===== src/rtl/ir_motor_ctrl_if.sv =====
// rtl/ir_motor_ctrl_if.sv - IR frame input bus and motor driver outputs of ir_motor_ctrl
interface ir_motor_ctrl_if;
  logic [31:0] Din;
  logic        MotA;
  logic        MotB;
  logic [2:0]  Level;
  logic        CmdValid;
  logic        Err;

  modport master (
    output Din,
    input  MotA, MotB, Level, CmdValid, Err
  );

  modport slave (
    input  Din,
    output MotA, MotB, Level, CmdValid, Err
  );
endinterface


===== src/rtl/ir_motor_ctrl.sv =====
// rtl/ir_motor_ctrl.sv - NEC frame to H-bridge PWM motor controller with dead time
module ir_motor_ctrl #(
  parameter logic [7:0] ADDR        = 8'h00,
  parameter logic [7:0] KEY_FWD     = 8'h18,
  parameter logic [7:0] KEY_REV     = 8'h52,
  parameter logic [7:0] KEY_STOP    = 8'h1C,
  parameter logic [7:0] KEY_UP      = 8'h5A,
  parameter logic [7:0] KEY_DN      = 8'h08,
  parameter int         PWM_PERIOD  = 100,
  parameter int         DUTY_STEP   = 14,
  parameter int         DEAD_CYC    = 500,
  parameter int         TIMEOUT_CYC = 100000
) (
  input  logic             CLK10kHz,
  input  logic             RST,
  ir_motor_ctrl_if.slave   bus
);

  localparam int CW = $clog2(PWM_PERIOD);
  localparam int DW = $clog2(DEAD_CYC);

  typedef enum logic [1:0] {
    ST_STOP   = 2'd0,
    ST_FWD    = 2'd1,
    ST_REV    = 2'd2,
    ST_SWITCH = 2'd3
  } state_t;

  state_t          state_q, state_d;
  state_t          tgt_q, tgt_d;
  logic [31:0]     din_r_q, din_r_d;
  logic            din_nz_q, din_nz_d;
  logic [CW-1:0]   cnt_q, cnt_d;
  logic [DW-1:0]   dead_q, dead_d;
  logic [2:0]      level_q, level_d;
  logic            cmd_valid_q, cmd_valid_d;
  logic            err_q, err_d;
  logic            mot_a_q, mot_a_d;
  logic            mot_b_q, mot_b_d;
`ifdef IR_DEADMAN_EN
  logic [31:0]     dm_q, dm_d;
`endif

  logic [7:0]  f_addr, f_naddr, f_cmd, f_ncmd;
  logic        evt;
  logic        frame_ok;
  logic [31:0] duty;
  logic        pwm;

  assign f_addr   = din_r_q[7:0];
  assign f_naddr  = din_r_q[15:8];
  assign f_cmd    = din_r_q[23:16];
  assign f_ncmd   = din_r_q[31:24];
  assign evt      = (din_r_q != 32'd0) && !din_nz_q;
  assign frame_ok = (f_addr == ADDR) && (f_naddr == ~f_addr) && (f_ncmd == ~f_cmd);

  assign duty = {29'd0, level_q} * DUTY_STEP;
  assign pwm  = ({{(32-CW){1'b0}}, cnt_q} < duty);

  always_comb begin
    state_d     = state_q;
    tgt_d       = tgt_q;
    dead_d      = dead_q;
    level_d     = level_q;
    cmd_valid_d = 1'b0;
    err_d       = 1'b0;
    din_r_d     = bus.Din;
    din_nz_d    = (din_r_q != 32'd0);
    cnt_d       = (cnt_q == CW'(PWM_PERIOD - 1)) ? '0 : cnt_q + CW'(1);

    if (evt) begin
      if (!frame_ok) begin
        err_d = 1'b1;
      end else begin
        case (f_cmd)
          KEY_FWD: begin
            cmd_valid_d = 1'b1;
            case (state_q)
              ST_STOP:   state_d = ST_FWD;
              ST_REV:    begin state_d = ST_SWITCH; tgt_d = ST_FWD; dead_d = '0; end
              ST_SWITCH: tgt_d = ST_FWD;
              default:   ;
            endcase
          end
          KEY_REV: begin
            cmd_valid_d = 1'b1;
            case (state_q)
              ST_STOP:   state_d = ST_REV;
              ST_FWD:    begin state_d = ST_SWITCH; tgt_d = ST_REV; dead_d = '0; end
              ST_SWITCH: tgt_d = ST_REV;
              default:   ;
            endcase
          end
          KEY_STOP: begin
            cmd_valid_d = 1'b1;
            state_d     = ST_STOP;
            dead_d      = '0;
          end
          KEY_UP: begin
            cmd_valid_d = 1'b1;
            if (level_q != 3'd7) level_d = level_q + 3'd1;
          end
          KEY_DN: begin
            cmd_valid_d = 1'b1;
            if (level_q != 3'd0) level_d = level_q - 3'd1;
          end
          default: ;
        endcase
      end
    end

    if (state_q == ST_SWITCH && state_d == ST_SWITCH) begin
      if (dead_q == DW'(DEAD_CYC - 1)) begin
        state_d = tgt_d;
        dead_d  = '0;
      end else begin
        dead_d = dead_q + DW'(1);
      end
    end

`ifdef IR_DEADMAN_EN
    if (cmd_valid_d) begin
      dm_d = 32'd0;
    end else if (dm_q != 32'(TIMEOUT_CYC)) begin
      dm_d = dm_q + 32'd1;
    end else begin
      dm_d = dm_q;
    end
    if (!cmd_valid_d && dm_q == 32'(TIMEOUT_CYC - 1) && state_q != ST_STOP) begin
      state_d = ST_STOP;
      dead_d  = '0;
    end
`endif

    mot_a_d = (state_q == ST_FWD) && pwm;
    mot_b_d = (state_q == ST_REV) && pwm;
  end

  always_ff @(posedge CLK10kHz or negedge RST) begin
    if (!RST) begin
      state_q     <= ST_STOP;
      tgt_q       <= ST_FWD;
      din_r_q     <= '0;
      din_nz_q    <= 1'b0;
      cnt_q       <= '0;
      dead_q      <= '0;
      level_q     <= 3'd4;
      cmd_valid_q <= 1'b0;
      err_q       <= 1'b0;
      mot_a_q     <= 1'b0;
      mot_b_q     <= 1'b0;
`ifdef IR_DEADMAN_EN
      dm_q        <= '0;
`endif
    end else begin
      state_q     <= state_d;
      tgt_q       <= tgt_d;
      din_r_q     <= din_r_d;
      din_nz_q    <= din_nz_d;
      cnt_q       <= cnt_d;
      dead_q      <= dead_d;
      level_q     <= level_d;
      cmd_valid_q <= cmd_valid_d;
      err_q       <= err_d;
      mot_a_q     <= mot_a_d;
      mot_b_q     <= mot_b_d;
`ifdef IR_DEADMAN_EN
      dm_q        <= dm_d;
`endif
    end
  end

  assign bus.MotA     = mot_a_q;
  assign bus.MotB     = mot_b_q;
  assign bus.Level    = level_q;
  assign bus.CmdValid = cmd_valid_q;
  assign bus.Err      = err_q;

endmodule


===== src/flat_wrapper.sv =====
// flat-port wrapper written by rule: the top's interface ports become plain ports
module ir_motor_ctrl_flat 
#(
  parameter logic [7:0] ADDR        = 8'h00,
  parameter logic [7:0] KEY_FWD     = 8'h18,
  parameter logic [7:0] KEY_REV     = 8'h52,
  parameter logic [7:0] KEY_STOP    = 8'h1C,
  parameter logic [7:0] KEY_UP      = 8'h5A,
  parameter logic [7:0] KEY_DN      = 8'h08,
  parameter int         PWM_PERIOD  = 100,
  parameter int         DUTY_STEP   = 14,
  parameter int         DEAD_CYC    = 500,
  parameter int         TIMEOUT_CYC = 100000
)
  (CLK10kHz, RST, bus_Din, bus_MotA, bus_MotB, bus_Level, bus_CmdValid, bus_Err);
  ir_motor_ctrl_if bus_i ();
  input  logic CLK10kHz;
  input  logic RST;
  input wire logic [$bits(bus_i.Din)-1:0] bus_Din;
  output wire logic [$bits(bus_i.MotA)-1:0] bus_MotA;
  output wire logic [$bits(bus_i.MotB)-1:0] bus_MotB;
  output wire logic [$bits(bus_i.Level)-1:0] bus_Level;
  output wire logic [$bits(bus_i.CmdValid)-1:0] bus_CmdValid;
  output wire logic [$bits(bus_i.Err)-1:0] bus_Err;
  assign bus_i.Din = bus_Din;
  assign bus_MotA = bus_i.MotA;
  assign bus_MotB = bus_i.MotB;
  assign bus_Level = bus_i.Level;
  assign bus_CmdValid = bus_i.CmdValid;
  assign bus_Err = bus_i.Err;
  ir_motor_ctrl #(.ADDR(ADDR), .KEY_FWD(KEY_FWD), .KEY_REV(KEY_REV), .KEY_STOP(KEY_STOP), .KEY_UP(KEY_UP), .KEY_DN(KEY_DN), .PWM_PERIOD(PWM_PERIOD), .DUTY_STEP(DUTY_STEP), .DEAD_CYC(DEAD_CYC), .TIMEOUT_CYC(TIMEOUT_CYC)) u_core (.CLK10kHz(CLK10kHz), .RST(RST), .bus(bus_i));
endmodule

===== config.mk =====
export PLATFORM = sky130hd
export DESIGN_NAME = ir_motor_ctrl_flat
export DESIGN_NICKNAME = d
export VERILOG_FILES = /design/src/rtl/ir_motor_ctrl_if.sv /design/src/rtl/ir_motor_ctrl.sv /design/src/flat_wrapper.sv
export SDC_FILE = /design/constraint.sdc
export NUM_CORES = 1
export LEC_CHECK = 0
export ABC_AREA = 0
export CORE_MARGIN = 2
export CORE_UTILIZATION = 50
export DETAILED_ROUTE_END_ITERATION = 8
export PLACE_DENSITY = 0.85
export SLEW_MARGIN = 20
export SYNTH_ARGS = -nofsm -noshare
export SYNTH_HDL_FRONTEND = slang
export SYNTH_SLANG_ARGS = --single-unit

===== constraint.sdc =====
create_clock -name CLK10kHz -period 3.58 [get_ports CLK10kHz]
set_clock_uncertainty 0.1 [all_clocks]
set_input_delay 0.537 -clock CLK10kHz [delete_from_list [all_inputs] [get_ports CLK10kHz]]
set_output_delay 0.537 -clock CLK10kHz [all_outputs]
set_load 0.01 [all_outputs]

==> summary.txt, run 1 <==
Setup path
  • Critical path's slowest cell: dfstp_2
  • CP max stage delay: 0.63 ns
  • CP Capture Type: flop
  • Reg2Reg Setup Slack: between 0.5 and 0.6 ns
  • Top Family by Delay on Critical Path: adder cells
  • Startpoint Class: flop
  • RR Endpoint: u_core.bus.MotB$_DFF_PN0_
  • R2R cell count: 8
  • Worst-path maximum fanout: 8
  • Worst endpoint required time: between 3 and 4 ns
  • Arrival time worst endpoint: 3.16 ns
  • Crit-path cells: fa_1 > ha_1 > fa_1 > inv_1 > ha_1 > a21o_1 > a21o_1 > a2111oi_0
  • Critical path type: reg -> reg
  • Crit path buf inv count: 1
  • R2R Path Start: u_core.bus.Level[2]$_DFFE_PN1P_

Logic synthesis
  • Post-Syn Instances: roughly 240
  • Post-synthesis sequential area ratio: 52.42%
  • Synth Flop Type: dfrtp_1
  • Syn_nets: just under 300
  • Number of synthesized register bits: 60
  • Mux cell area share after synthesis: 0.7414%
  • Most frequent cell after synthesis: dfrtp_1
  • EDFF count, synth: 0
  • Post-Synth Adder-Cell Area: roughly 8.5%
  • Synth cell types: 47
  • Largest family of logic cells by synthesized area: simple AND/OR/NAND/NOR gates
  • Synth Area in XOR/XNOR: under 10%
  • Cell area after synthesis: about 2900 µm²
  • Yosys warns: 0
  • Synth Area in Compound Gates: a little under a tenth
  • Post-synthesis simple-gate area fraction: 20.06%
  • Commonest cells post-synth: dfrtp_1, xnor2_1, nand2_1, nand3_1, ha_1
  • Top post-synthesis cells by area: dfrtp_1, xnor2_1, ha_1, fa_1, nand3_1
  • Avg Cell Area, Syn: 11.90 µm²
  • Post-synth top area share: just over 50%
  • Synth async-reset ratio: 100.0%
  • Synth area leader: dfrtp_1

Placed design
  • Placed insts: about 350
  • Port bufs: 40
  • Placer Congestion: between 0.9 and 1
  • DP HPWL: around 4200 µm

CTS
  • Total CTS buffers: 9
  • Clock Tree Root: clkbuf_8
  • # H-tree levels: 3
  • Hold Buf Count CTS: 0
  • Clock Pin Slew Worst Setup and Hold Paths: approximately 0.07 ns
  • Sink Count: 60
  • Setup bufs post-CTS: 0
  • CTS tree: done
  • Clk Latency, worst-skew pair: 0.33 ns
  • Clock Tree Buf Depth: 2
  • Post-CTS sizing: 0

Timing
  • Fmax: around 330 MHz
  • Fin. Hold Viols: 0
  • Final max-slew violation count: 0
  • Tmin final: 3.054 ns
  • Period utilization: a little under nine tenths
  • Relative slew slack: roughly 41%
  • RSZ-0062 raised after global routing: no
  • Endpoints failing setup: 0
  • Total Neg Setup Slack: 0 ns
  • Hold_ws: around 0.22 ns
  • Actual slew at the worst max-slew pin: around 0.9 ns

Finish
  • Area Growth Syn to Fin: 24.29%
  • Final Util: between 60 and 70%
  • Final Non-Filler Cells: between 300 and 400
  • Nets: 342
  • ANT cells: 0
  • Share of layout cells above drive strength 1: about 11%

Status
  • Status: finished clean

GRT
  • Vias in the first global route: ~2100
  • Antenna violations before repair: 0
  • First-pass GRT wire length: 9653 µm
  • GR Overflow Total: 0
  • All-layer global routing usage: just over 20%
  • Largest net degree at the start of global routing: 42

Route
  • DRC Markers: 0
  • Initial DRC Count: roughly 110
  • Wire per inst: roughly 15 µm
  • Routed Antenna Nets: 0
  • Vias: 2016
  • Vias per cell: between 5 and 6
  • DR pass1 iterations: 4
  • Final wirelength: around 5600 µm

Power
  • VDD IR max: 0.0003189 V
  • Leak pwr: 1.498 nW
  • Power density over the cells: approximately 400 nW/µm²

Die
  • Width of the die: ~80 µm
  • Io pins: a little over 40
  • Core Box Area: roughly 5500 µm²
  • Starting Density: around half
  • Std-Cell Rows: 27
  • Chip height: ~80 µm
  • Die ar.: roughly 6400 µm²

Min path
  • Worst Hold Class: in -> async

Job
  • Max Cap Viol: 0
stage by stage:
| stage | total power [mW] | instance area [µm²] | setup slack [ns] |
|---|---|---|---|
| after global routing | 1.481 | 3566 | 0.3666 |
| after detailed placement | 0.8132 | 3354 | 0.5246 |
| after global placement | 0.8108 | 3354 | 0.6287 |
| after floorplan | 0.7528 | 2869 | 0.6765 |
| after CTS | 1.442 | 3566 | 0.5036 |
| final | 1.424 | 3566 | 0.5257 |
layout by cell type (no fill, tap or decap), types with 6 or more instances in the layout:
| cell | instances |
|---|---|
| a221o_1 | 6 |
| and2_1 | 6 |
| and3_1 | 7 |
| clkbuf_8 | 11 |
| clkdlybuf4s50_1 | 39 |
| dfrtp_1 | 58 |
| ha_1 | 13 |
| inv_1 | 10 |
| nand2_1 | 14 |
| nand3_1 | 14 |
| nor2_1 | 10 |
| nor4_1 | 11 |
| xnor2_1 | 20 |
final cells by class:
class | instances | area, µm²
fill | 440 | 1974
sequential | 60 | 1504
multi-input combinational | 169 | 1320
timing repair buffer | 41 | 402.9
clock buffer | 11 | 151.4
tap | 72 | 90.09
clock inverter | 5 | 60.06
inverter | 10 | 37.54
worst register-to-register path, stage by stage, from the launching register on:
cell,delay (ns)
dfstp_2,0.63
fa_1,0.44
ha_1,0.23
fa_1,0.50
inv_1,0.05
ha_1,0.26
a21o_1,0.15
a21o_1,0.18
a2111oi_0,0.39
state kept, by name, summed over array words and instances (netlist names):
signal               flops
u_core.state_q           2
u_core.bus.CmdValid      1
u_core.cnt_q             7
u_core.din_nz_q          1
u_core.bus.MotB          1
u_core.din_r_q          32
u_core.dead_q            9
u_core.bus.MotA          1
u_core.tgt_q             2
u_core.bus.Level         3
u_core.bus.Err           1
routing by layer:
| layer | global-route usage, % | vias to the layer above | routed length (µm) |
|---|---|---|---|
| met5 | 0 | - | 0 |
| met1 | 25.43 | 979 | 2488 |
| li1 | - | 978 | - |
| met4 | 11.02 | 0 | 97 |
| met2 | 32.18 | 48 | 2777 |
| met3 | 4.638 | 11 | 198 |
worst max-delay path by stage:
stage	to	slack, ns	startpoint	cells after the start
3_3_place_gp	u_core.bus.MotB$_DFF_PN0_	0.63	u_core.bus.Level[2]$_DFFE_PN1P_	8
2_1_floorplan	u_core.bus.MotB$_DFF_PN0_	0.68	u_core.bus.Level[2]$_DFFE_PN1P_	8
3_5_place_dp	u_core.bus.MotB$_DFF_PN0_	0.52	u_core.bus.Level[2]$_DFFE_PN1P_	8
4_1_cts	u_core.bus.MotB$_DFF_PN0_	0.50	u_core.bus.Level[2]$_DFFE_PN1P_	8
5_1_grt	u_core.bus.MotB$_DFF_PN0_	0.37	u_core.bus.Level[2]$_DFFE_PN1P_	8
6_report	u_core.bus.MotB$_DFF_PN0_	0.53	u_core.bus.Level[2]$_DFFE_PN1P_	8
report_power, final:
| part | switching, mW | leakage, nW | internal (mW) |
|---|---|---|---|
| Sequential | 0.0213 | 0.737 | 0.697 |
| Clock | 0.264 | 0.106 | 0.360 |
| Combinational | 0.0335 | 0.655 | 0.0486 |
cell families after synthesis:
| family | Yosys count |
|---|---|
| simple gates | 91 |
| flops | 60 |
| compound gates | 35 |
| xor+xnor | 24 |
| fa+ha+maj | 17 |
| buf+inv | 12 |
| mux | 2 |
No activity file was read; power rests on OpenSTA's default activity.
==> run 2, diff against run 1 <==
--- a/config.mk
+++ b/config.mk
@@ -6,10 +6,12 @@
 export NUM_CORES = 1
 export LEC_CHECK = 0
 export ABC_AREA = 0
+export CELL_PAD_IN_SITES_DETAIL_PLACEMENT = 1
+export CELL_PAD_IN_SITES_GLOBAL_PLACEMENT = 1
 export CORE_MARGIN = 2
-export CORE_UTILIZATION = 50
+export CORE_UTILIZATION = 43
 export DETAILED_ROUTE_END_ITERATION = 8
-export PLACE_DENSITY = 0.85
+export PLACE_DENSITY = 0.9
 export SLEW_MARGIN = 20
 export SYNTH_ARGS = -nofsm -noshare
 export SYNTH_HDL_FRONTEND = slang
==> run 2 against run 1 <==
  * Non-clock buffer count unchanged
  * Clock power increased by 4.5%
  * Global-route usage is 0.13 points higher
  * Largest power group unchanged
==> summary.txt, run 2 (synthesized netlist as in run 1, its figures left out) <==
Timing
  • RSZ-0062 raised after global routing: no
  • Endpoints failing setup: 0
  • Relative slew slack: approximately 33%
  • Fin. Hold Viols: 0
  • Tmin final: just over 3 ns
  • Final max-slew violation count: 0
  • Total Neg Setup Slack: 0 ns
  • Actual slew at the worst max-slew pin: 1.004 ns
  • Worst Setup Slack, final: around 0.53 ns
  • Fmax: roughly 330 MHz
  • Period utilization: about 85%

Finish
  • Fill cells: 676
  • Share of layout cells above drive strength 1: 10.81%
  • Multi-input logic area: ~1300 µm²
  • Area Growth Syn to Fin: 24.64%
  • Commonest non-fill, non-tap cell in the layout: dfrtp_1
  • Nets: between 300 and 400
  • Largest register FFs: 32
  • Most frequent cells in the layout: dfrtp_1, clkdlybuf4s50_1, xnor2_1
  • Reg area: about 1500 µm²
  • ANT cells: 0
  • Largest registers: u_core.din_r_q: 32 flops, u_core.dead_q: 9 flops, u_core.cnt_q: 7 flops
  • Register name with the most flops: u_core.din_r_q

Route
  • Routed Antenna Nets: 0
  • Wire per inst: 18.14 µm
  • Vias per cell: around 5.6
  • DRC Markers: 0
  • Vias: 2102
  • Initial DRC Count: 101
  • DR pass1 iterations: 4
  • Final wirelength: 6767 µm

CTS
  • Clock Tree Buf Depth: 2
  • # H-tree levels: 3
  • Setup bufs post-CTS: 0
  • Clk Latency, worst-skew pair: 0.33 ns
  • Total CTS buffers: 9
  • Post-CTS sizing: 0
  • Clock Pin Slew Worst Setup and Hold Paths: roughly 0.070 ns
  • Hold Buf Count CTS: 0
  • CTS tree: done
  • Sink Count: 60
  • Clock Tree Root: clkbuf_8

Setup path
  • Worst-path maximum fanout: 8
  • Worst endpoint required time: 3.68 ns
  • Reg2Reg Setup Slack: 0.53 ns
  • CP Capture Type: flop
  • RR Endpoint: u_core.bus.MotB$_DFF_PN0_
  • Startpoint Class: flop
  • Critical path type: reg -> reg
  • R2R Path Start: u_core.bus.Level[2]$_DFFE_PN1P_
  • R2R cell count: 8
  • Arrival time worst endpoint: between 3 and 4 ns

Die
  • Chip height: 85.68 µm
  • Die ar.: 7341 µm²
  • Io pins: 41
  • Std-Cell Rows: 29
  • Core Box Area: around 6400 µm²
  • Starting Density: between 40% and 50%
  • Width of the die: ~86 µm

Placed design
  • Dpl ws: between 0.5 and 0.6 ns
  • Port bufs: 40
  • DP HPWL: approximately 5000 µm
  • Placer Congestion: 0.8417

Power
  • Power density over the cells: ~410 nW/µm²
  • VDD IR max: between 0.0002 and 0.0003 V
  • Leak pwr: between 1.5 and 2 nW

GRT
  • Antenna violations before repair: 0
  • GR Overflow Total: 0
  • Largest net degree at the start of global routing: 43
  • First-pass GRT wire length: approximately 11000 µm
  • Vias in the first global route: around 2300
  • All-layer global routing usage: about a fifth

Job
  • Max Cap Viol: 0

Min path
  • Worst Hold Class: in -> async

Status
  • Status: finished clean
==> run 2: area by class of cell <==
type | count | area share (%)
clock buffers | 9 | 3.464
clock inverters | 7 | 2.554
inverters | 10 | 1.050
multi-input cells | 169 | 36.91
flip-flops and latches | 60 | 42.06
well taps | 77 | 2.694
repair buffers | 41 | 11.27
==> run 2: routing by layer <==
layer | global-route usage, % | share of wire, %
met2 | 34.80 | 51
met1 | 23.43 | 42
met3 | 4.235 | 3.1
met5 | 0 | 0
met4 | 11.83 | 3.2
==> run 2: how the worst max path moves through the flow <==
stage	depth (start not counted)	slack (ns)	start	endpoint
global placement	8	0.62	u_core.bus.Level[2]$_DFFE_PN1P_	u_core.bus.MotB$_DFF_PN0_
CTS	8	0.51	u_core.bus.Level[2]$_DFFE_PN1P_	u_core.bus.MotB$_DFF_PN0_
floorplan	8	0.68	u_core.bus.Level[2]$_DFFE_PN1P_	u_core.bus.MotB$_DFF_PN0_
global route	8	0.39	u_core.bus.Level[2]$_DFFE_PN1P_	u_core.bus.MotB$_DFF_PN0_
finish	8	0.53	u_core.bus.Level[2]$_DFFE_PN1P_	u_core.bus.MotB$_DFF_PN0_
detailed placement	8	0.52	u_core.bus.Level[2]$_DFFE_PN1P_	u_core.bus.MotB$_DFF_PN0_
==> run 2: worst max-delay path: stages (launching register included) <==
cell       delay [ns]
dfstp_2          0.63
fa_1             0.44
ha_1             0.23
fa_1             0.49
inv_1            0.04
ha_1             0.27
a21o_1           0.16
a21o_1           0.18
a2111oi_0        0.39
==> run 2: power by group <==
group | switching, mW | internal (mW) | total, mW
clock | 0.263 | 0.389 | 0.652
sequential | 0.0236 | 0.696 | 0.720
combinational | 0.0355 | 0.0487 | 0.0842
total | 0.322 | 1.13 | 1.46
==> run 2: metrics by stage <==
step           util (%)  cell area [µm²]  hold slack [ns]  instances  power, mW
3_5_place_dp      52.63             3361           0.3877        357     0.8166
4_1_cts           56.00             3576          0.03635        373      1.473
5_1_grt           56.00             3576          0.04536        373      1.516
2_1_floorplan         -             2869           0.1414        241     0.7528
6_report          56.00             3576          0.02996        373      1.456
3_3_place_gp      52.63             3361           0.3801        357     0.8107
==> run 3, diff against run 2 <==
--- a/config.mk
+++ b/config.mk
@@ -12,6 +12,7 @@
 export CORE_UTILIZATION = 43
 export DETAILED_ROUTE_END_ITERATION = 8
 export PLACE_DENSITY = 0.9
+export SETUP_SLACK_MARGIN = 0.2
 export SLEW_MARGIN = 20
 export SYNTH_ARGS = -nofsm -noshare
 export SYNTH_HDL_FRONTEND = slang
==> results of run 3 <==
The final DEF is identical to that of run 2; final timing and power are the same.
